`config.mk`:
```
export PLATFORM = sky130hd
export DESIGN_NAME = claw_axis_sequencer
export DESIGN_NICKNAME = d
export VERILOG_FILES = /design/src/rtl/claw_pkg.sv /design/src/rtl/claw_axis_channel.sv /design/src/rtl/claw_axis_sequencer.sv
export SDC_FILE = /design/constraint.sdc
export NUM_CORES = 1
export LEC_CHECK = 0
export CAP_MARGIN = 20
export CORE_ASPECT_RATIO = 1.5
export CORE_UTILIZATION = 50
export DETAILED_ROUTE_END_ITERATION = 7
export GPL_ROUTABILITY_DRIVEN = 0
export PLACE_DENSITY = 0.86
export SYNTH_ARGS = -nofsm -noshare
export SYNTH_HDL_FRONTEND = slang
export SYNTH_SLANG_ARGS = --single-unit
export TNS_END_PERCENT = 1
```
`constraint.sdc`:
```
create_clock -name clk -period 3.52 [get_ports clk]
set_input_delay 1.056 -clock clk [delete_from_list [all_inputs] [get_ports clk]]
set_output_delay 1.056 -clock clk [all_outputs]
set_load 0.05 [all_outputs]
```
`src/rtl/claw_pkg.sv`:
```
// claw_pkg: shared state encoding and direction constants
// for the claw axis sequencer.
package claw_pkg;

    typedef enum logic [1:0] {
        HOME0 = 2'd0,
        HOME1 = 2'd1,
        RUN   = 2'd2,
        FAULT = 2'd3
    } state_t;

    localparam logic DIR_HOME = 1'b0;
    localparam logic DIR_AWAY = 1'b1;

endpackage

```
`src/rtl/claw_axis_channel.sv`:
```
// claw_axis_channel: per-axis run latch, limit gating and position
// counter, with a force override used while homing.
module claw_axis_channel
    import claw_pkg::*;
#(
    parameter int POS_W   = 16,
    parameter int MAX_POS = 4000
) (
    input  logic             clk,
    input  logic             rst,
    input  logic             run,
    input  logic             force_en,
    input  logic             force_dir,
    input  logic             step_tick,
    input  logic             btn_dir,
    input  logic             btn_en,
    input  logic             limit,
    output logic             en,
    output logic             dir,
    output logic [POS_W-1:0] pos
);

    localparam logic [POS_W-1:0] POS_MAX = POS_W'(MAX_POS);

    logic btn_q;
    logic latch;
    logic rise;
    logic toggled;
    logic at_max;
    logic blocked;
    logic go;

    always_comb begin
        rise    = btn_en & ~btn_q;
        toggled = latch ^ rise;
        at_max  = (pos == POS_MAX);
        blocked = ((btn_dir == DIR_HOME) && limit) ||
                  ((btn_dir == DIR_AWAY) && at_max);
        go      = toggled & ~blocked;
    end

    always_ff @(posedge clk or posedge rst) begin
        if (rst) begin
            btn_q <= 1'b0;
            latch <= 1'b0;
            en    <= 1'b0;
            dir   <= DIR_HOME;
            pos   <= '0;
        end else begin
            btn_q <= btn_en;
            if (run) begin
                latch <= go;
                en    <= go;
                dir   <= btn_dir;
            end else begin
                latch <= 1'b0;
                en    <= force_en;
                dir   <= force_en ? force_dir : DIR_HOME;
            end
            // The limit switch is the true zero; it beats a coincident step.
            if (limit) begin
                pos <= '0;
            end else if (run && step_tick && en) begin
                if (dir == DIR_AWAY) begin
                    if (!at_max) pos <= pos + 1'b1;
                end else if (pos != '0) begin
                    pos <= pos - 1'b1;
                end
            end
        end
    end

endmodule

```
`src/rtl/claw_axis_sequencer.sv`:
```
// claw_axis_sequencer: homes both axes, then gates player motion.
// Homing (HOME0/HOME1 and timeout) is built only with CLAW_HOMING_EN.
module claw_axis_sequencer
    import claw_pkg::*;
#(
    parameter int POS_W        = 16,
    parameter int MAX_POS      = 4000,
    parameter int HOME_TIMEOUT = 20000
) (
    input  logic             clk,
    input  logic             rst,
    input  logic             step_tick,
    input  logic [1:0]       btn_dir,
    input  logic [1:0]       btn_en,
    input  logic [1:0]       limit,
    output logic [1:0]       axis_dir,
    output logic [1:0]       axis_en,
    output logic [POS_W-1:0] pos0,
    output logic [POS_W-1:0] pos1,
    output logic             homed,
    output logic             fault
);

    state_t     state;
    state_t     state_next;
    logic [1:0] force_en;
    logic       run;

`ifdef CLAW_HOMING_EN
    localparam int CNT_W = $clog2(HOME_TIMEOUT + 1);
    localparam logic [CNT_W-1:0] CNT_MAX = CNT_W'(HOME_TIMEOUT);

    logic [CNT_W-1:0] cnt;
    logic [CNT_W-1:0] cnt_next;
    logic [CNT_W-1:0] cnt_inc;
    logic             fault_q;

    always_ff @(posedge clk or posedge rst) begin
        if (rst) begin
            state   <= HOME0;
            cnt     <= '0;
            homed   <= 1'b0;
            fault_q <= 1'b0;
        end else begin
            state   <= state_next;
            cnt     <= cnt_next;
            homed   <= (state_next == RUN);
            fault_q <= (state_next == FAULT);
        end
    end

    always_comb begin
        state_next = state;
        cnt_next   = cnt;
        cnt_inc    = cnt + CNT_W'(step_tick);
        unique case (state)
            HOME0: begin
                if (limit[0]) begin
                    state_next = HOME1;
                    cnt_next   = '0;
                end else if (cnt_inc >= CNT_MAX) begin
                    state_next = FAULT;
                end else begin
                    cnt_next = cnt_inc;
                end
            end
            HOME1: begin
                if (limit[1]) begin
                    state_next = RUN;
                    cnt_next   = '0;
                end else if (cnt_inc >= CNT_MAX) begin
                    state_next = FAULT;
                end else begin
                    cnt_next = cnt_inc;
                end
            end
            default: ;
        endcase
    end

    // Drive from the next state so outputs follow the state on the same edge.
    assign force_en = {state_next == HOME1, state_next == HOME0};
    assign fault    = fault_q;
`else
    always_ff @(posedge clk or posedge rst) begin
        if (rst) begin
            state <= RUN;
            homed <= 1'b1;
        end else begin
            state <= state_next;
            homed <= (state_next == RUN);
        end
    end

    always_comb begin
        state_next = RUN;
    end

    assign force_en = 2'b00;
    assign fault    = 1'b0;
`endif

    assign run = (state == RUN);

    claw_axis_channel #(
        .POS_W   (POS_W),
        .MAX_POS (MAX_POS)
    ) u_axis0 (
        .clk       (clk),
        .rst       (rst),
        .run       (run),
        .force_en  (force_en[0]),
        .force_dir (DIR_HOME),
        .step_tick (step_tick),
        .btn_dir   (btn_dir[0]),
        .btn_en    (btn_en[0]),
        .limit     (limit[0]),
        .en        (axis_en[0]),
        .dir       (axis_dir[0]),
        .pos       (pos0)
    );

    claw_axis_channel #(
        .POS_W   (POS_W),
        .MAX_POS (MAX_POS)
    ) u_axis1 (
        .clk       (clk),
        .rst       (rst),
        .run       (run),
        .force_en  (force_en[1]),
        .force_dir (DIR_HOME),
        .step_tick (step_tick),
        .btn_dir   (btn_dir[1]),
        .btn_en    (btn_en[1]),
        .limit     (limit[1]),
        .en        (axis_en[1]),
        .dir       (axis_dir[1]),
        .pos       (pos1)
    );

endmodule

```
==> results of run 1 <==
-- metal layers --
| metal | routed length, um | share of wire (%) |
|---|---|---|
| met1 | 3020 | 39 |
| met2 | 3980 | 52 |
| met3 | 376 | 4.9 |
| met4 | 313 | 4.1 |
| met5 | 0 | 0 |
-- how the worst max path moves through the flow --
stage	endpoint	startpoint	slack [ns]
global placement	u_axis1.pos[15]	u_axis1.dir	0.65
floorplan	u_axis1.pos[15]	u_axis1.pos[1]	0.97
CTS	u_axis1.pos[15]	u_axis1.dir	0.53
global route	u_axis1.pos[15]	u_axis1.dir	0.35
detailed placement	u_axis1.pos[15]	u_axis1.dir	0.55
finish	u_axis1.pos[15]	u_axis1.dir	0.48
-- synthesized netlist by cell type (2+ instances only) --
master	number	area [sq um]
nand2_1	33	124
inv_1	11	41.3
a221oi_1	2	17.5
and4_1	2	17.5
conb_1	2	7.51
clkbuf_1	6	22.5
nand3_1	8	40.0
mux2i_1	9	90.1
and2_1	6	37.5
o31ai_1	2	15.0
o22ai_1	3	18.8
nor3b_1	3	22.5
fa_1	2	40.0
a31oi_1	6	37.5
nand4_1	7	43.8
a311o_1	2	20.0
a21oi_1	29	145
nand2b_1	8	50.1
nor3_1	4	20.0
a21o_1	7	52.6
nor4_1	4	25.0
a211oi_1	5	37.5
buf_4	8	60.1
or4_1	6	45.0
o21bai_1	8	60.1
xor2_1	8	70.1
ha_1	28	350
buf_2	3	15.0
a311oi_1	2	17.5
o21ai_0	15	75.1
nor2b_1	4	25.0
o21a_1	5	37.5
dfrtp_1	38	951
nor2_1	30	113
xnor2_1	15	131
-- logic make-up (layout without fill, tap and decap cells) --
family / count (synthesis) / count (layout) / synth area share [%]
adder cells (fa/ha/maj): 30 / 30 / 12.8
AND/OR/NAND/NOR: 123 / 123 / 21.2
flip-flops: 38 / 38 / 31.1
buffers and inverters: 29 / 67 / 4.91
multiplexers: 10 / 10 / 3.32
other: 2 / 2 / 0.246
XOR/XNOR: 23 / 23 / 6.59
AO/OA/AOI/OAI: 94 / 94 / 19.8
-- sequential cells by signal, indices dropped and copies added, names as in the netlist --
register,cells
u_axis0.btn_q,1
u_axis0.dir,1
u_axis0.en,1
u_axis0.pos,16
u_axis1.btn_q,1
u_axis1.dir,1
u_axis1.latch,1
u_axis1.pos,16
-- worst register-to-register path, cell delays in order, from the launching register on --
cell	delay, ns
dfrtp_1	0.43
inv_1	0.46
ha_1	0.35
a21o_1	0.17
a21oi_1	0.32
o31a_1	0.28
o21a_1	0.22
o21ai_0	0.14
mux2i_1	0.21
mux2_2	0.35
-- layout make-up --
class                      instances  area (sq um)
fill                             497          2170
multi-input combinational        282          1960
sequential                        38           951
timing repair buffer              48           470
tap                               72          90.1
clock buffer                       6          82.6
clock inverter                     2          60.1
inverter                          11          41.3
-- metrics by stage --
| step | std cells | setup WS (ns) | hold WS, ns |
|---|---|---|---|
| 2_1_floorplan | 349 | 0.970 | 0.559 |
| 3_3_place_gp | 451 | 0.652 | 0.560 |
| 3_5_place_dp | 451 | 0.550 | 0.565 |
| 4_1_cts | 459 | 0.531 | 0.577 |
| 5_1_grt | 459 | 0.352 | 0.614 |
| 6_report | 459 | 0.479 | 0.581 |
-- power by group --
| part | total, mW | internal (mW) | switching (mW) |
|---|---|---|---|
| clock network | 0.468 | 0.303 | 0.165 |
| registers | 0.572 | 0.491 | 0.0809 |
| logic | 0.924 | 0.357 | 0.567 |
| total | 1.96 | 1.15 | 0.813 |
==> reports/results.ini, run 1 <==
[status]
outcome=completed

[sta]
rsz0062_at_grt=false
final-max-slew-violation-count=0
max_freq_mhz=329
finalSetupViolations=0
finClkSkew_ns=0.00563
hold_violations=0
worst_slew_pin_slew_ns=0.740
tns_ns=0
finalCritPeriodShare_pct=86.4
maxSlewHeadroom_pct=50.5
period_minus_slack_ns=3.04

[critical_path]
cpLargestDelayFamily=compound AO/OA/AOI/OAI gates
critPathLaunchType=flip-flop
cpPeakStageDelay_ns=0.45
path_class=reg2reg
r2r_start=u_axis1.dir
cp_max_fo=16
crit_chain=inv_1 > ha_1 > a21o_1 > a21oi_1 > o31a_1 > o21a_1 > o21ai_0 > mux2i_1 > mux2_2
reg2reg_depth=9
cp.arrival_ns=3.22
worst_setup_path_end_kind=flip-flop
critPathBufInv=1
critical_path_required_ns=3.70
regToRegEndpoint=u_axis1.pos[15]
critPathSlowestCell=inv_1
rrSetupSlack_ns=0.48
path_depth=9

[final_layout]
layout_commonest_cell=clkdlybuf4s50_1
nNetsFinal=425
syn2layout_area_growth_pct=19.6
stdcell_area_sq_um=3650
fin_util_pct=62.7
final_cell_mix=clkdlybuf4s50_1, dfrtp_1, nand2_1, nor2_1
drive_above_1_share_pct=5.17
antennaDiodeCount=0

[flow_run]
maxCapViolations=0

[clock_network]
clk_pin_slew_ns=0.08
htree_num_levels=2
cts_buffers=5
cts_tree=built
cts_resized=0
hold_buffers=0
cts_root_buffer=clkbuf_8
insertion_delay_ns=0.29
clock-sinks=38
postCtsSetupBuffers=0
clock_path_buffers=2

[synthesis]
synth_fp_nets=388
async_reset_ff_share_pct=100
ys_ff_latch=38
synth.distinct_cells=53
yosysSeqAreaShare_pct=31.1
ys.flop_type=dfrtp_1
synth_edf_count=0
syn_inst=349
avgSynthCellArea_sq_um=8.75
yosysWarnings=0
syn-cell-area_sq_um=3060

[hold_path]
worstHoldStart=u_axis0.pos[14]
hp-class=reg2reg
hold_depth=2
hold_end=u_axis0.pos[14]

[placed_design]
hpwlAfterDp_um=5530
placed_area_sq_um=3510
io_buffers=44

[pwr]
ir_worst_vdd_mv=0.353
leakage_nw=1.64
pwr_density_cell_nw_per_um2=537
power_mw=1.96

[global_routing]
grt_overflow=0
grt_use_met3_pct=3.62
antenna_found_initial=0
grt-busiest-layer=met2
grt_use_met1_pct=29.1
grt_max_degree=39
grt_pass1_wl_um=12700
grtUsageMet2_pct=43.2
grt_usage_pct=24.8
first_global_vias=2774

[die]
die-area_sq_um=6430
start_util_pct=52.4
die_w_um=65.8
row_count=34
core-area_sq_um=5830
die_h_um=97.7
pin_count=47

[routing]
dr.pass1.iters=5
remaining_drc_errors=0
viasPerCell=6.30
drt_wl_total_um=7690
vias=2890
drt_iter0_markers=222
wl_per_cell_um=16.8
ant_nets=0

Power figures use the tool's default switching activity.
==> inputs of run 2 (changes only) <==
- CELL_PAD_IN_SITES_DETAIL_PLACEMENT: default -> 1
- CELL_PAD_IN_SITES_GLOBAL_PLACEMENT: default -> 1
- CORE_UTILIZATION: 50 -> 41
- PLACE_DENSITY: 0.86 -> 0.91
==> run 2 against run 1 <==
Net effect:
- combinational power up 2.5%
- first-iteration DRC count down 35%
- non-clock buffer count unchanged
==> reports/results.ini, run 2 (synthesis results as in run 1) <==
[status]
outcome=completed  ; unchanged

[final_layout]
antennaDiodeCount=0  ; unchanged
final_cells=487  ; was 459
top_regs=u_axis0.pos x16, u_axis1.pos x16  ; unchanged
drive_above_1_share_pct=4.65  ; was 5.17%
syn2layout_area_growth_pct=19.5  ; was 19.6%
layout_commonest_cell=clkdlybuf4s50_1  ; unchanged
nNetsFinal=425  ; unchanged
final_cell_mix=clkdlybuf4s50_1, dfrtp_1, nand2_1, nor2_1  ; unchanged

[routing]
wl_per_cell_um=18.9  ; was 16.8 um
vias=2919  ; was 2890
ant_nets=0  ; unchanged
viasPerCell=5.99  ; was 6.30
drt_wl_total_um=9210  ; was 7690 um
remaining_drc_errors=0  ; unchanged
drt_iter0_markers=145  ; was 222
dr.pass1.iters=5  ; unchanged

[critical_path]
critPathLaunchType=flip-flop  ; unchanged
critical_path_required_ns=3.70  ; about the same
worst_setup_path_end_kind=flip-flop  ; unchanged
path_class=reg2reg  ; unchanged
cp_max_fo=18  ; was 16
cp.arrival_ns=3.12  ; was 3.22 ns

[global_routing]
grt_overflow=0  ; unchanged
grt_usage_pct=24.8  ; about the same
antenna_found_initial=0  ; unchanged
grt_max_degree=39  ; unchanged
grt_pass1_wl_um=14800  ; was 12700 um
first_global_vias=3120  ; was 2774

[sta]
maxSlewHeadroom_pct=52.9  ; was 50.5%
rsz0062_at_grt=false  ; unchanged
tns_ns=0  ; unchanged
finalSetupViolations=0  ; unchanged
worst_slew_pin_slew_ns=0.705  ; was 0.740 ns
hold_violations=0  ; unchanged
finClkSkew_ns=0.00806  ; was 0.00563 ns
period_minus_slack_ns=2.94  ; was 3.04 ns
fin_ws_ns=0.577  ; was 0.479 ns
final-max-slew-violation-count=0  ; unchanged
max_freq_mhz=340  ; was 329 MHz
finalCritPeriodShare_pct=83.6  ; was 86.4%

[clock_network]
clock-sinks=38  ; unchanged
htree_num_levels=2  ; unchanged
clock_path_buffers=2  ; unchanged
hold_buffers=0  ; unchanged
insertion_delay_ns=0.30  ; was 0.29 ns
postCtsSetupBuffers=0  ; unchanged
clk_pin_slew_ns=0.08  ; about the same
cts_root_buffer=clkbuf_8  ; unchanged
cts_tree=built  ; unchanged
cts_buffers=5  ; unchanged
cts_resized=0  ; unchanged

[pwr]
leakage_nw=1.62  ; was 1.64 nW
pwr_density_cell_nw_per_um2=520  ; was 537 nW/um^2
p_seq_share_pct=30.4  ; was 29.1%
ir_worst_vdd_mv=0.226  ; was 0.353 mV
p_int_mw=1.06  ; was 1.15 mW
clkPwrFrac_pct=19.8  ; was 23.8%
switchingPower_uw=840  ; was 813 uW
swShare_pct=44.2  ; was 41.4%
pwr-share-comb_pct=49.8  ; was 47.1%

[flow_run]
maxCapViolations=0  ; unchanged

[die]
core-area_sq_um=7230  ; was 5830 sq um
die_h_um=108  ; was 97.7 um
die_w_um=72.5  ; was 65.8 um
row_count=38  ; was 34
start_util_pct=42.3  ; was 52.4%
die-area_sq_um=7810  ; was 6430 sq um
pin_count=47  ; unchanged

[placed_design]
io_buffers=44  ; unchanged
dp_worst_setup_slack_ns=0.611  ; was 0.550 ns
hpwlAfterDp_um=6800  ; was 5530 um
dp.cells=479  ; was 451

[hold_path]
hp-class=reg2reg  ; unchanged

[run 2: cell types whose count changed in the layout (fill, tap and decap cells not counted), sizes merged]
cell | before | now
bufinv | 2 | 1
clkbuf | 6 | 7
[run 2: power groups by stage]
stage	combinational, mW	clock (mW)	sequential, mW
floorplan	0.532	0	0.725
global placement	0.902	0	0.579
detailed placement	0.933	0	0.585
CTS	0.944	0.382	0.578
global route	1.02	0.399	0.584
finish	0.947	0.376	0.578
[run 2: critical path, stage by stage, from the launching register on]
cell and delay [ns]:
dfrtp_1 0.40, inv_1 0.30, ha_1 0.49, nand2_1 0.09, nor3b_1 0.26, o21ai_0 0.18, o21ai_0 0.43, a21oi_1 0.16
and4_1 0.23, a311o_1 0.26
[run 2: per-layer routing]
| metal | wire length [um] | global-route usage, % |
|---|---|---|
| met5 | 0 | 0 |
| met4 | 418 | 14.6 |
| met3 | 229 | 2.25 |
| met2 | 5230 | 48.6 |
| met1 | 3330 | 24.3 |
[run 2: cell type report]
cell class | count | area (sq um)
clock buffer | 7 | 76.3
clock inverter | 1 | 30.0
fill | 875 | 3570
inverter | 11 | 41.3
multi-input combinational | 282 | 1960
sequential | 38 | 951
tap | 100 | 125
timing repair buffer | 48 | 470
[run 2: final timing paths]
check	slack, ns	start	cells past startpoint	to
setup / recovery	0.58	u_axis0.dir	9	u_axis0.pos[13]
hold / removal	0.58	u_axis0.pos[4]	2	u_axis0.pos[4]
setup reg to reg	0.58	u_axis0.dir	9	u_axis0.pos[13]
hold reg to reg	0.58	u_axis0.pos[4]	2	u_axis0.pos[4]
max in group asynchronous	1.96	rst	3	u_axis0.pos[6]
min in group asynchronous	1.19	rst	3	u_axis1.pos[13]
[run 2: per-stage QoR]
stage	utilization (%)	cell area, sq um	power (mW)	hold slack [ns]
after floorplan	-	3060	1.26	0.559
after detailed placement	49.1	3550	1.52	0.576
after global routing	50.5	3650	2.00	0.615
after CTS	50.5	3650	1.90	0.588
after global placement	49.1	3550	1.48	0.560
final	50.5	3650	1.90	0.584
==> inputs of run 3 (changes only) <==
- clock period: 3.52 -> 2.8 ns (I/O delays scaled with it)
==> run 3 against run 2 <==
Net effect:
- global-route usage rose by 0.48 points
- combinational power is 28% higher
- sequential share of layout area decreased by 0.77 points
- register-to-register slack got worse by 0.38 ns
- critical path type unchanged
- clock power is 61% higher
- non-clock buffer count grew 10
- largest cell class unchanged
- worst setup slack worse by 0.38 ns
- count of clock-buffer cells in the layout shrank 1
- highest routed layer unchanged
- flip-flop and latch count did not move
==> reports/results.ini, run 3 (synthesis results as in run 1) <==
[sta]
worst_slew_pin_slew_ns=0.510  ; was 0.705 ns
finClkSkew_ns=0.00732  ; was 0.00806 ns
tns_ns=0  ; unchanged
period_minus_slack_ns=2.60  ; was 2.94 ns
finalSetupViolations=0  ; unchanged
maxSlewHeadroom_pct=65.9  ; was 52.9%
finalCritPeriodShare_pct=93.0  ; was 83.6%
rsz0062_at_grt=false  ; unchanged
max_freq_mhz=384  ; was 340 MHz
hold_violations=0  ; unchanged
whs_ns=0.581  ; was 0.584 ns
final-max-slew-violation-count=0  ; unchanged

[routing]
drt_iter0_markers=108  ; was 145
ant_nets=0  ; unchanged
vias=2864  ; was 2919
drt_wl_total_um=9090  ; was 9210 um
remaining_drc_errors=0  ; unchanged
viasPerCell=5.76  ; was 5.99
wl_per_cell_um=18.3  ; was 18.9 um
dr.pass1.iters=4  ; was 5

[critical_path]
worst_setup_path_end_kind=flip-flop  ; unchanged
critPathSlowestCell=ha_1  ; unchanged
critPathBufInv=2  ; was 1
cp_max_fo=9  ; was 18
cp.arrival_ns=2.80  ; was 3.12 ns
cp_common_cell=a21oi_1  ; was o21ai_0
path_class=reg2reg  ; unchanged
cpPeakStageDelay_ns=0.37  ; was 0.49 ns
crit_chain=inv_2 > buf_4 > ha_1 > a21oi_1 > o21bai_1 > a21oi_1 > o21a_1 > o21ai_0 > mux2i_1 > mux2_2  ; was inv_1 > ha_1 > nand2_1 > nor3b_1 > o21ai_0 > o21ai_0 > a21oi_1 > and4_1 > a311o_1
critPathLaunchType=flip-flop  ; unchanged
cpLargestDelayFamily=compound AO/OA/AOI/OAI gates  ; unchanged
critical_path_required_ns=2.99  ; was 3.70 ns

[pwr]
p_seq_share_pct=28.4  ; was 30.4%
pwr_density_cell_nw_per_um2=672  ; was 520 nW/um^2
clkPwrFrac_pct=23.9  ; was 19.8%
leakage_nw=1.69  ; was 1.62 nW
switchingPower_mw=1.07  ; was 840 uW
p_int_mw=1.46  ; was 1.06 mW
pwr-share-comb_pct=47.7  ; was 49.8%
swShare_pct=42.1  ; was 44.2%
ir_worst_vdd_mv=0.281  ; was 0.226 mV

[clock_network]
insertion_delay_ns=0.30  ; about the same
cts_tree=built  ; unchanged
postCtsSetupBuffers=0  ; unchanged
htree_num_levels=2  ; unchanged
cts_root_buffer=clkbuf_8  ; unchanged
clk_pin_slew_ns=0.09  ; was 0.08 ns
clock_path_buffers=2  ; unchanged
hold_buffers=0  ; unchanged
cts_buffers=5  ; unchanged
clock-sinks=38  ; unchanged

[die]
start_util_pct=42.3  ; unchanged
die_w_um=72.5  ; unchanged
die_h_um=108  ; unchanged
row_count=38  ; unchanged
die-area_sq_um=7810  ; unchanged
core-area_sq_um=7230  ; unchanged
pin_count=47  ; unchanged

[placed_design]
placed_area_sq_um=3620  ; was 3550 sq um
hpwlAfterDp_um=6900  ; was 6800 um
io_buffers=44  ; unchanged
dp.cells=489  ; was 479

[final_layout]
layout_commonest_cell=clkdlybuf4s50_1  ; unchanged
stdcell_area_sq_um=3760  ; was 3650 sq um
nNetsFinal=435  ; was 425
drive_above_1_share_pct=7.81  ; was 4.65%
top_regs=u_axis0.pos x16, u_axis1.pos x16  ; unchanged
syn2layout_area_growth_pct=23.2  ; was 19.5%
final_cells=497  ; was 487
final_cell_mix=clkdlybuf4s50_1, dfrtp_1, nand2_1, nor2_1  ; unchanged
antennaDiodeCount=0  ; unchanged

[flow_run]
maxCapViolations=0  ; unchanged

[global_routing]
grt_usage_pct=25.3  ; was 24.8%
antenna_found_initial=0  ; unchanged
grt_pass1_wl_um=15200  ; was 14800 um
first_global_vias=3135  ; was 3120
grt_overflow=0  ; unchanged
grt_max_degree=39  ; unchanged

[status]
outcome=completed  ; unchanged

[hold_path]
hp-class=reg2reg  ; unchanged

## run 3: timing repair
item / in CTS / in global routing
endpoints found under the setup margin: 0 / 2
endpoints found under the hold margin: 0 / 0
gates resized for setup: 0 / 2
## run 3: tightest hold or removal path: stages, from the launching register on
cell	delay (ns)
dfrtp_1	0.42
nand2_1	0.08
a21oi_1	0.05
## run 3: area by class of cell
| cell class | count | area, sq um |
|---|---|---|
| inverters | 11 | 41.3 |
| fillers | 860 | 3460 |
| well taps | 100 | 125 |
| multi-input cells | 282 | 1960 |
| clock inverters | 2 | 60.1 |
| repair buffers | 58 | 546 |
| flip-flops and latches | 38 | 951 |
| clock buffers | 6 | 82.6 |
## run 3: worst paths after layout
kind                                start              end  slack, ns  cells past startpoint
max reg2reg                   u_axis1.dir  u_axis1.pos[15]       0.20                     10
min in group asynchronous             rst  u_axis0.pos[12]       0.96                      3
min reg2reg                u_axis0.pos[3]   u_axis0.pos[3]       0.58                      2
max in group asynchronous             rst   u_axis1.pos[3]       1.47                      3
min                        u_axis0.pos[3]   u_axis0.pos[3]       0.58                      2
max                           u_axis1.dir  u_axis1.pos[15]       0.20                     10
## run 3: per-layer routing
layer	track usage, %	vias to the layer above	wire length [um]
li1	-	1360	-
met1	26.3	1434	3520
met2	48.3	54	5070
met3	2.90	16	213
met4	12.9	0	289
met5	0	-	0
## run 3: through the flow
stage | util (%) | total power [mW] | setup WS, ns
2_1_floorplan | - | 1.58 | 0.250
3_3_place_gp | 50.1 | 1.87 | 0.311
3_5_place_dp | 50.1 | 1.92 | 0.132
4_1_cts | 52.1 | 2.54 | 0.118
5_1_grt | 52.1 | 2.66 | 0.0371
6_report | 52.1 | 2.53 | 0.197
## run 3: power groups by stage
stage                     combinational [mW]  sequential (mW)  clock (mW)
after floorplan                        0.669            0.911           0
after global placement                  1.15            0.727           0
after detailed placement                1.19            0.730           0
after CTS                               1.21            0.720       0.608
after global routing                    1.30            0.732       0.635
final                                   1.21            0.719       0.605
